File: src/rtl/sparc_pkg.sv
// Shared SPARC integer-unit types: Bicc cond encodings, branch FSM states,
// the icc flag record and the branch target helper.
package sparc_pkg;

  typedef enum logic [3:0] {
    COND_BN   = 4'b0000,
    COND_BE   = 4'b0001,
    COND_BLE  = 4'b0010,
    COND_BL   = 4'b0011,
    COND_BLEU = 4'b0100,
    COND_BCS  = 4'b0101,
    COND_BNEG = 4'b0110,
    COND_BVS  = 4'b0111,
    COND_BA   = 4'b1000,
    COND_BNE  = 4'b1001,
    COND_BG   = 4'b1010,
    COND_BGE  = 4'b1011,
    COND_BGU  = 4'b1100,
    COND_BCC  = 4'b1101,
    COND_BPOS = 4'b1110,
    COND_BVC  = 4'b1111
  } cond_e;

  typedef enum logic {
    ST_IDLE  = 1'b0,
    ST_DELAY = 1'b1
  } br_state_e;

  typedef struct packed {
    logic n;
    logic z;
    logic c;
    logic v;
  } icc_t;

  // Word displacement, sign-extended and scaled to bytes; wraps modulo 2^32.
  function automatic logic [31:0] branch_target(input logic [31:0] pc,
                                                input logic [21:0] disp22);
    return pc + {{8{disp22[21]}}, disp22, 2'b00};
  endfunction

endpackage

File: src/rtl/cond_eval.sv
// Combinational Bicc condition evaluator: cond[3] inverts the base test
// selected by cond[2:0].
import sparc_pkg::*;

module cond_eval (
  input  logic [3:0] cond,
  input  icc_t       icc,
  output logic       cond_true
);

  logic base;

  always_comb begin
    base = 1'b0;
    case (cond[2:0])
      3'b000: base = 1'b0;
      3'b001: base = icc.z;
      3'b010: base = icc.z | (icc.n ^ icc.v);
      3'b011: base = icc.n ^ icc.v;
      3'b100: base = icc.c | icc.z;
      3'b101: base = icc.c;
      3'b110: base = icc.n;
      3'b111: base = icc.v;
      default: base = 1'b0;
    endcase
  end

  assign cond_true = base ^ cond[3];

endmodule

File: src/rtl/icc_branch_unit.sv
// SPARC icc register and Bicc branch/delay-slot control.
// Optional macro ICC_BYPASS_EN: a branch sees flags written in its own cycle.
import sparc_pkg::*;

module icc_branch_unit (
  input  logic        clk,
  input  logic        rst,
  input  logic        flags_we,
  input  logic        N_in,
  input  logic        Z_in,
  input  logic        C_in,
  input  logic        V_in,
  input  logic        br_valid,
  input  logic [3:0]  cond,
  input  logic        annul,
  input  logic [21:0] disp22,
  input  logic [31:0] pc,
  input  logic        slot_valid,
  output logic        N,
  output logic        Z,
  output logic        C,
  output logic        V,
  output logic        taken,
  output logic [31:0] target,
  output logic        squash,
  output logic        dcti_err
);

  icc_t        icc_q, icc_in, icc_eval;
  logic        cond_true;
  br_state_e   state_q, state_d;
  logic        taken_q, taken_d;
  logic [31:0] target_q, target_d;
  logic        annul_q, annul_d;

  always_comb begin
    icc_in = '{n: N_in, z: Z_in, c: C_in, v: V_in};
`ifdef ICC_BYPASS_EN
    icc_eval = flags_we ? icc_in : icc_q;
`else
    icc_eval = icc_q;
`endif
  end

  always_ff @(posedge clk) begin
    if (rst)
      icc_q <= '0;
    else if (flags_we)
      icc_q <= icc_in;
  end

  cond_eval u_cond_eval (
    .cond      (cond),
    .icc       (icc_eval),
    .cond_true (cond_true)
  );

  always_comb begin
    state_d  = state_q;
    taken_d  = 1'b0;
    target_d = target_q;
    annul_d  = annul_q;
    squash   = 1'b0;
    dcti_err = 1'b0;
    case (state_q)
      ST_IDLE: begin
        if (br_valid) begin
          state_d  = ST_DELAY;
          taken_d  = cond_true;
          target_d = branch_target(pc, disp22);
          annul_d  = annul & (~cond_true | (cond == COND_BA));
        end
      end
      ST_DELAY: begin
        // A branch arriving here is a DCTI couple: it occupies the slot.
        if (slot_valid || br_valid) begin
          squash   = annul_q;
          dcti_err = br_valid;
          state_d  = ST_IDLE;
          annul_d  = 1'b0;
        end
      end
      default: state_d = ST_IDLE;
    endcase
    if (rst) begin
      squash   = 1'b0;
      dcti_err = 1'b0;
    end
  end

  always_ff @(posedge clk) begin
    if (rst) begin
      state_q  <= ST_IDLE;
      taken_q  <= 1'b0;
      target_q <= '0;
      annul_q  <= 1'b0;
    end else begin
      state_q  <= state_d;
      taken_q  <= taken_d;
      target_q <= target_d;
      annul_q  <= annul_d;
    end
  end

  assign N      = icc_q.n;
  assign Z      = icc_q.z;
  assign C      = icc_q.c;
  assign V      = icc_q.v;
  assign taken  = taken_q;
  assign target = target_q;

endmodule

File: config.mk
export PLATFORM = sky130hd
export DESIGN_NAME = icc_branch_unit
export DESIGN_NICKNAME = d
export VERILOG_FILES = /design/src/rtl/sparc_pkg.sv /design/src/rtl/cond_eval.sv /design/src/rtl/icc_branch_unit.sv
export SDC_FILE = /design/constraint.sdc
export NUM_CORES = 1
export LEC_CHECK = 0
export CORE_ASPECT_RATIO = 2
export CORE_MARGIN = 2
export CORE_UTILIZATION = 42
export CTS_CLUSTER_SIZE = 30
export DETAILED_ROUTE_END_ITERATION = 10
export GPL_TIMING_DRIVEN = 1
export PLACE_DENSITY_LB_ADDON = 0.25
export REMOVE_ABC_BUFFERS = 1
export SYNTH_ARGS = -nofsm -noshare
export SYNTH_HDL_FRONTEND = slang
export SYNTH_SLANG_ARGS = --single-unit
File: constraint.sdc
create_clock -name clk -period 2.45 [get_ports clk]
set_input_delay 0.3675 -clock clk [delete_from_list [all_inputs] [get_ports clk]]
set_output_delay 0.3675 -clock clk [all_outputs]
set_load 0.03 [all_outputs]
# == After elaboration in Yosys (flattened, before gate mapping) ==
# Index checks and enable logic that the tools add are counted.
# W data, S select, Z words.
# totals
in_bits,68
out_inout_bits,39
regBits,39
wordCells,46
# op_classes
n_reduce_logical,5
mux,13
bitwise_logic,9
n_eq_ne,10
addsub,1
# op_table
operator,n
$add A32 B32 Y32,1
$eq A3 B3 Y1 const B,4
$mux W1,10
$pmux W1 S8,1
$eq A3 B2 Y1 const B,2
$eq A4 B4 Y1 const B,1
$pmux W1 S2,2
$reduce_and A2 Y1,2
$eq A3 B1 Y1 const B,1
$logic_not A3 Y1,1
$not A1 Y1,3
$or A1 B1 Y1,3
$reduce_or A3 Y1,1
$ne A2 B1 Y1 const B,1
$ne A2 B2 Y1 const B,1
$xor A1 B1 Y1,2
$and A1 B1 Y1,1
$logic_or A1 B1 Y1,1

# == Logic depth before layout (Yosys ltp) ==
# Gate-level depths: netlist (run 1).
# depth
word_depth,9
depth_mapped,9
depth_no_buf,9

# == By module ==
# Synthesis (run 1) repeated with hierarchy kept, for this count alone.
# hier_totals
hier_cells,400
area_unflattened_um2,3126.7
# by_module_without_submodules
module,cells_per_inst,area_per_inst_um2,seq_area_each_um2,instances
icc_branch_unit,389,3055.4,780.7,1
cond_eval,11,71.3,0.0,1

# == Least setup slack after synthesis (run 1) ==
# No wires, ideal clock.
# synth_path
path_kind,input -> register
from,in disp22[0]
to,"reg target_q[26], in the netlist target[26]"
required_ps,2333
slack_ps,-28
path_stages,9
path_buffers,0
setup_ps,117
t_arrival_ps,2361
path_cell_list,ha_1 -> fa_1 -> a21o_1 -> a221oi_2 -> o21ai_1 -> a21oi_1 -> o221ai_1 -> xor2_1 -> a22o_1
# synth_via
elab_chain_len,1
# synth_rtl
element,line_no,text
start: declaration,icc_branch_unit.sv:16,"input logic [21:0] disp22,"
$add A32 B32 Y32,sparc_pkg.sv:39,"return pc + {{8{disp22[21]}}, disp22, 2'b00};"
end signal: assignment,icc_branch_unit.sv:100,target_q <= target_d;
end: declaration,icc_branch_unit.sv:33,"logic [31:0] target_q, target_d;"
# No other way between the ends.
# A chain may end at the register's enable or synchronous reset.

# == Worst setup path after layout (run 1) ==
# layout_path
from,in disp22[11]
to,"reg target_q[29], in the netlist target[29]"
# The elaborated chain is that of the path after synthesis.

==> metrics.csv, run 1 <==
stage,metric,value,unit
finish,fill_cell_instance_count_of_the_final_layout,540,
setup_path,crit_path_end_kind,register,
clocking,cts_tree,done,
setup_path,worst-r2r-cell-count,4,
synthesis,async_flop_share,0,%
setup_path,worstPathCellList,"clkdlybuf4s50_1, ha_2, a21oi_2, o21ai_2, a221o_1, a21oi_2, a21oi_2, or3_1, a32o_1",
setup_path,timing.critical_path.slowest_cell_delay,410,ps
finish,insertedDiodeCount,0,
synthesis,synth_sequential_area_ratio,25.5,%
clocking,buffer_levels_on_the_longest_clock_path,2,
global_routing,total_gr_overflow,0,
global_routing,number_of_antenna_violations_at_the_first_check_in_global_routing,0,
power,power,2.62,mW
power,power.static_leakage,2.40,nW
routing,antenna_violating_nets_post_route,0,
floorplan,horizontal_die_dimension,64.4,µm
run_status,run_status,"finished, final reports clean",
setup_path,criticalPathCategory,input pin to register,
setup_path,critPathSlowestCell,clkdlybuf4s50_1,
global_routing,grt_use_total,22.4,%
synthesis,synthesized_cell_area,3070,µm²
sta,period_minus_slack,2380,ps
synthesis,synth-edff-count,0,
clocking,clock_sink_count,39,
global_routing,grt_first_pass_wirelength,14900,µm
floorplan,start_util,42.8,%
routing,drc,0,
min_path,hold_depth,2,
finish,drive_above_1_share,26.0,%
floorplan,total_die_area,8040,µm²
floorplan,io_pins,107,
sta,slew_viol_final,0,
sta,timing.final.hold_violations,0,
flow_run,max-cap-violations,0,
finish,regArea,781,µm²
sta,final-setup-viol-count,0,
clocking,clkSlewWorstSetupHoldPaths,60,ps
sta,clock_skew,7.17,ps
synthesis,synthCells,390,
power,ir_worst_vdd,271,µV
finish,area_growth_from_synthesis_to_layout,75.6,%
sta,final.period_utilization,97.3,%
place,place.gp.congestion,0.870,
routing,routed_wirelength,9660,µm
min_path,hp-class,register to register,
setup_path,timing.critical_path.max_delay_family,compound AO/OA/AOI/OAI gates,
setup_path,critical-path-top-cell-by-count,a21oi_2,
sta,setup_ws,65.5,ps
global_routing,pin_count_of_the_biggest_net_entering_global_routing,37,
floorplan,core,7160,µm²
setup_path,critical_path.max_fanout,3,
routing,vias_per_cell,5.47,
clocking,numCtsBuffers,5,
finish,final_net_count,682,
sta,fmax,419,MHz
place,number_of_buffers_added_on_ports,106,
synthesis,synth.avg_cell_area,7.86,µm²
clocking,clk_root_buffer_cell,clkbuf_16,
finish,area_of_the_multi_input_gates,2420,µm²
place,dp_slack,-576,ps
place,dp_hpwl,6940,µm
setup_path,critical_path.reg2reg.startpoint,state_q,
power,pwr_density_cell,487,nW/µm²
clocking,clock_latency,280,ps
synthesis,ys_ff_latch,39,
min_path,end_point_of_the_most_critical_hold_path,target[16],
setup_path,required,2630,ps
sta,max-slew-margin-rel,41.1,%
synthesis,synth-warning-count,0,
routing,drt-wirelength-per-cell,14.3,µm
synthesis,ys.flop_type,dfxtp_1,
setup_path,cp.arrival,2560,ps
min_path,hold_path_startpoint,target[16],
setup_path,startpoint_type,input pin,
floorplan,die_h,125,µm
routing,vias,3701,
setup_path,critical_path_buf_inv_count,1,
global_routing,grt_pass1_vias,3406,
setup_path,rrSetupSlack,800,ps
sta,worstMarginPinSlew,881,ps
synthesis,yosys.cell_types.count,60,
routing,detail_route.iter0.violations,232,
routing,detail_route.first_pass.iterations,5,
floorplan,fp-row-count,44,
clocking,htree_levels,2,
setup_path,critical_path.reg2reg.endpoint,target[23],
-- sequential cells by signal (all words and copies together), names as in the netlist --
signal	count
annul_q	1
N	1
taken	1
V	1
Z	1
C	1
state_q	1
target	32
-- cells in the mapped netlist (3+ instances only) --
cell	n	area (µm²)
nand4_1	4	25.0
dfxtp_1	39	781
o21ai_0	17	85.1
o211ai_1	4	30.0
o21ai_1	3	15.0
or3_1	5	31.3
nand3_1	13	65.1
a21oi_1	49	245
xor2_1	9	78.8
a32o_1	3	30.0
nand2b_1	3	18.8
clkbuf_1	13	48.8
nor2_1	19	71.3
a22o_1	6	52.6
a31oi_1	5	31.3
a21o_1	11	82.6
nor2b_1	6	37.5
a21boi_0	4	30.0
mux2i_1	6	60.1
nand2_1	54	203
buf_1	5	18.8
and3_1	7	43.8
inv_1	8	30.0
a221o_1	5	50.1
xnor2_1	10	87.6
ha_1	29	363
nand3b_1	6	45.0
nor3_1	4	20.0
-- metrics by stage --
| step | TNS, ps | std cells | cell area [µm²] | utilization, % | hold WS (ps) |
|---|---|---|---|---|---|
| floorplan | -27.6 | 369 | 2970 | - | 437 |
| global placement | -6900 | 654 | 4800 | 67.1 | 438 |
| detailed placement | -8240 | 654 | 4800 | 67.1 | 445 |
| CTS | 0 | 672 | 5150 | 72.0 | 452 |
| global route | -19.7 | 677 | 5390 | 75.2 | 459 |
| finish | 0 | 677 | 5390 | 75.2 | 451 |
-- area by class of cell --
class,instances,area share [%]
multi-input cells,322,45.0
repair buffers,208,34.7
flip-flops and latches,39,14.5
clock buffers,5,2.32
well taps,92,2.14
clock inverters,3,0.813
inverters,8,0.558
-- metal layers --
layer  global-route usage, %  wire [µm]
met1                    27.9       3970
met2                    39.5       5120
met3                    2.62        474
met4                    6.76        104
met5                       0          0
-- what timing repair did --
item                       4_1_cts  5_1_grt
resized for setup               33       41
setup endpoints to repair       16       14
pin swaps                       35       29
setup buffers                   10        5
hold buffers                     0        0
-- worst min-delay path, stage by stage, from the launching register on --
cell and delay [ps]:
dfxtp_1 300, nand2_1 50, a21oi_1 50
-- cell families (layout without fill, tap and decap cells) --
logic type / Yosys count / count (layout) / share of synthesized area (%)
buffers and inverters: 29 / 224 / 4.04
DFF: 39 / 39 / 25.5
and+or+nand+nor: 134 / 134 / 21.5
AOI/OAI and AO/OA: 133 / 133 / 29.2
xor gates and xnor gates: 19 / 19 / 5.43
muxes: 6 / 6 / 1.96
adders and majority gates: 30 / 30 / 12.5
-- power breakdown --
group / total, mW / internal (mW) / switching, mW
combinational: 1.16 / 0.601 / 0.558
clock: 0.736 / 0.480 / 0.257
sequential: 0.728 / 0.693 / 0.0345
-- layout by cell type (no fill, tap or decap), types with 5 or more instances in the layout --
master,netlist,routed
buf_4,2,101
clkdlybuf4s50_1,0,73
nand2_1,54,54
dfxtp_1,39,39
a21oi_1,49,39
dlymetal6s2s_1,0,20
nor2_1,19,19
o21ai_0,17,17
ha_4,0,14
nand3_1,13,13
a21oi_2,2,12
ha_1,29,12
a21o_1,11,11
xnor2_1,10,10
dlygate4sd2_1,0,10
xor2_1,9,9
inv_1,8,8
and3_1,7,7
mux2i_1,6,6
nor2b_1,6,6
nand3b_1,6,6
a22o_1,6,6
a221o_1,5,5
or3_1,5,5
clkbuf_16,0,5
-- how the worst max path moves through the flow --
| stage | start | depth (start not counted) | slack (ps) | end |
|---|---|---|---|---|
| final | disp22[11] | 9 | 70 | target[29] |
| after global routing | disp22[11] | 9 | -20 | target[29] |
| after CTS | disp22[8] | 10 | 2 | target[21] |
| after detailed placement | disp22[0] | 10 | -580 | target[26] |
| after global placement | disp22[0] | 10 | -480 | target[26] |
| after floorplan | disp22[0] | 9 | -30 | target[26] |
(Power assumes the default switching activity.)
==> run 2: changes to the inputs <==
--- a/config.mk
+++ b/config.mk
@@ -5,7 +5,8 @@
 export SDC_FILE = /design/constraint.sdc
 export NUM_CORES = 1
 export LEC_CHECK = 0
-export CORE_ASPECT_RATIO = 2
+export CAP_MARGIN = 20
+export CORE_ASPECT_RATIO = 0.6
 export CORE_MARGIN = 2
 export CORE_UTILIZATION = 42
 export CTS_CLUSTER_SIZE = 30
==> metrics.csv, run 2 (synthesis gave the netlist of run 1 again) <==
stage,metric,value,unit
global_routing,grt_pass1_vias,3640,
sta,clock_skew,2.51,ps
power,p_switching,896,µW
setup_path,critical_path.max_fanout,5,
clocking,cts_hold_buffers,0,
power,pwr_density_cell,495,nW/µm²
routing,routed_wirelength,11300,µm
finish,mostFrequentLayoutCells,"buf_4, clkdlybuf4s50_1, nand2_1, dfxtp_1, a21oi_1",
finish,mostFrequentLayoutCell,buf_4,
sta,final.period_utilization,101,%
routing,drt-wirelength-per-cell,16.6,µm
floorplan,core,7180,µm²
place,number_of_buffers_added_on_ports,106,
finish,drive_above_1_share,27.5,%
global_routing,number_of_antenna_violations_at_the_first_check_in_global_routing,0,
setup_path,critical_path.reg2reg.startpoint,V,
routing,detail_route.iter0.violations,287,
power,pwr-share-seq,26.8,%
setup_path,crit_path_end_kind,register,
clocking,cts_tree,done,
clocking,numCtsBuffers,5,
sta,max-slew-margin-rel,48.3,%
power,power.share.clock,27.7,%
clocking,clk_root_buffer_cell,clkbuf_16,
floorplan,total_die_area,8020,µm²
global_routing,grt_use_total,26.1,%
place,dp_hpwl,8010,µm
power,ir_worst_vdd,250,µV
run_status,run_status,"finished, violations left",
finish,largest_reg_flops,32,
run_status,violations,negative setup slack,
clocking,clkSlewWorstSetupHoldPaths,50,ps
finish,fill_cell_instance_count_of_the_final_layout,497,
clocking,clock_sink_count,39,
routing,drc,0,
sta,grt_setup_unrepaired,yes,
sta,final-setup-viol-count,1,
min_path,hp-class,register to register,
power,power.static_leakage,2.45,nW
routing,detail_route.first_pass.iterations,5,
power,power.switching_fraction,32.9,%
finish,final_net_count,687,
place,dpl.cell_count,650,
sta,finalHoldWorstSlack,452,ps
routing,antenna_violating_nets_post_route,0,
floorplan,die_h,70.2,µm
flow_run,max-cap-violations,0,
sta,period_minus_slack,2470,ps
floorplan,fp-row-count,24,
floorplan,horizontal_die_dimension,114,µm
power,power_report.internal_total,1.83,mW
setup_path,cp-endpoint,target[27],
clocking,buffer_levels_on_the_longest_clock_path,2,
global_routing,grt_first_pass_wirelength,17000,µm
finish,insertedDiodeCount,0,
sta,fmax,404,MHz
setup_path,cp.arrival,2630,ps
floorplan,start_util,42.7,%
global_routing,pin_count_of_the_biggest_net_entering_global_routing,28,
setup_path,required,2610,ps
finish,final-instance-count-excl-fill,681,
routing,vias,3839,
finish,area_growth_from_synthesis_to_layout,79.6,%
sta,timing.final.hold_violations,0,
place,dp_slack,-603,ps
place,place.gp.congestion,0.871,
setup_path,startpoint_type,input pin,
setup_path,timing.critical_path.slowest_cell_delay,530,ps
clocking,clock_latency,280,ps
setup_path,criticalPathCategory,input pin to register,
sta,worstMarginPinSlew,772,ps
sta,slew_viol_final,0,
global_routing,total_gr_overflow,0,
setup_path,rrSetupSlack,890,ps
setup_path,startpoint,pc[17],
setup_path,worst-r2r-cell-count,7,
setup_path,critPathSlowestCell,clkdlybuf4s50_1,
setup_path,critical_path.reg2reg.endpoint,annul_q,
power,comb_power_share,45.5,%
floorplan,io_pins,107,
routing,vias_per_cell,5.64,
sta,setup_ws,-22.2,ps
clocking,htree_levels,2,
sta,final.setup.tns,-22.2,ps
setup_path,worstPathCellList,"clkdlybuf4s50_1, ha_4, and2_1, a221o_1, buf_4, o31ai_4, a2111oi_4, a211o_1",
## run 2: cell types whose count changed in the layout (fill, tap and decap cells not counted), moves of 2 or more
cell	delta
buf_6	-2
dlymetal6s2s_1	+3
clkdlybuf4s50_1	+2
dlygate4sd2_1	-5
o21ai_1	+2
buf_4	+7
a21oi_4	+4
a21oi_2	-4
o21ai_0	-3
## run 2: per-stage QoR
step	instance area [µm²]	power, mW	utilization, %
floorplan	2970	1.28	-
global placement	4780	1.79	66.5
detailed placement	4780	1.82	66.5
CTS	5150	2.62	71.7
global route	5510	2.84	76.7
finish	5510	2.72	76.7
## run 2: cell type report
cell class	count	area (µm²)	area share (%)
multi-input combinational	322	2500	45.3
timing repair buffer	213	1910	34.7
sequential	39	781	14.2
clock buffer	6	139	2.52
tap	91	114	2.07
clock inverter	2	35.0	0.636
inverter	8	30.0	0.545
## run 2: worst min path at each step
stage                     startpoint    endpoint  depth (start not counted)
after floorplan                  rst     annul_q                          1
after global placement    target[20]  target[20]                          2
after detailed placement  target[14]  target[14]                          2
after CTS                 target[14]  target[14]                          2
after global routing       target[0]   target[0]                          2
final                      target[5]   target[5]                          2
## run 2: power groups by stage
stage               logic, mW  clock network (mW)  registers [mW]
finish                   1.24               0.755           0.729
CTS                      1.13               0.762           0.728
global placement         1.05                   0           0.739
detailed placement       1.07                   0           0.741
floorplan               0.432                   0           0.846
global route             1.33               0.779           0.736
## run 2: repair_timing
action | in CTS | in global routing
pin swaps | 24 | 39
setup endpoints to repair | 15 | 17
gates resized for setup | 27 | 59
setup buffers | 13 | 11
hold endpoints to repair | 0 | 0
## run 2: critical path: cells and delay by family
family	cells	cell delay [ps]
buffers and inverters	2	710
adder cells (fa/ha/maj)	1	250
AND/OR/NAND/NOR	1	160
AO/OA/AOI/OAI	4	1140
## run 2: per-layer routing
layer  wire (µm)  up-vias  track usage [%]
li1            -     1843                -
met1        5230     1795             37.3
met2        5080      184             41.3
met3         790       17             2.69
met4         170        0             8.27
met5           0        -                0
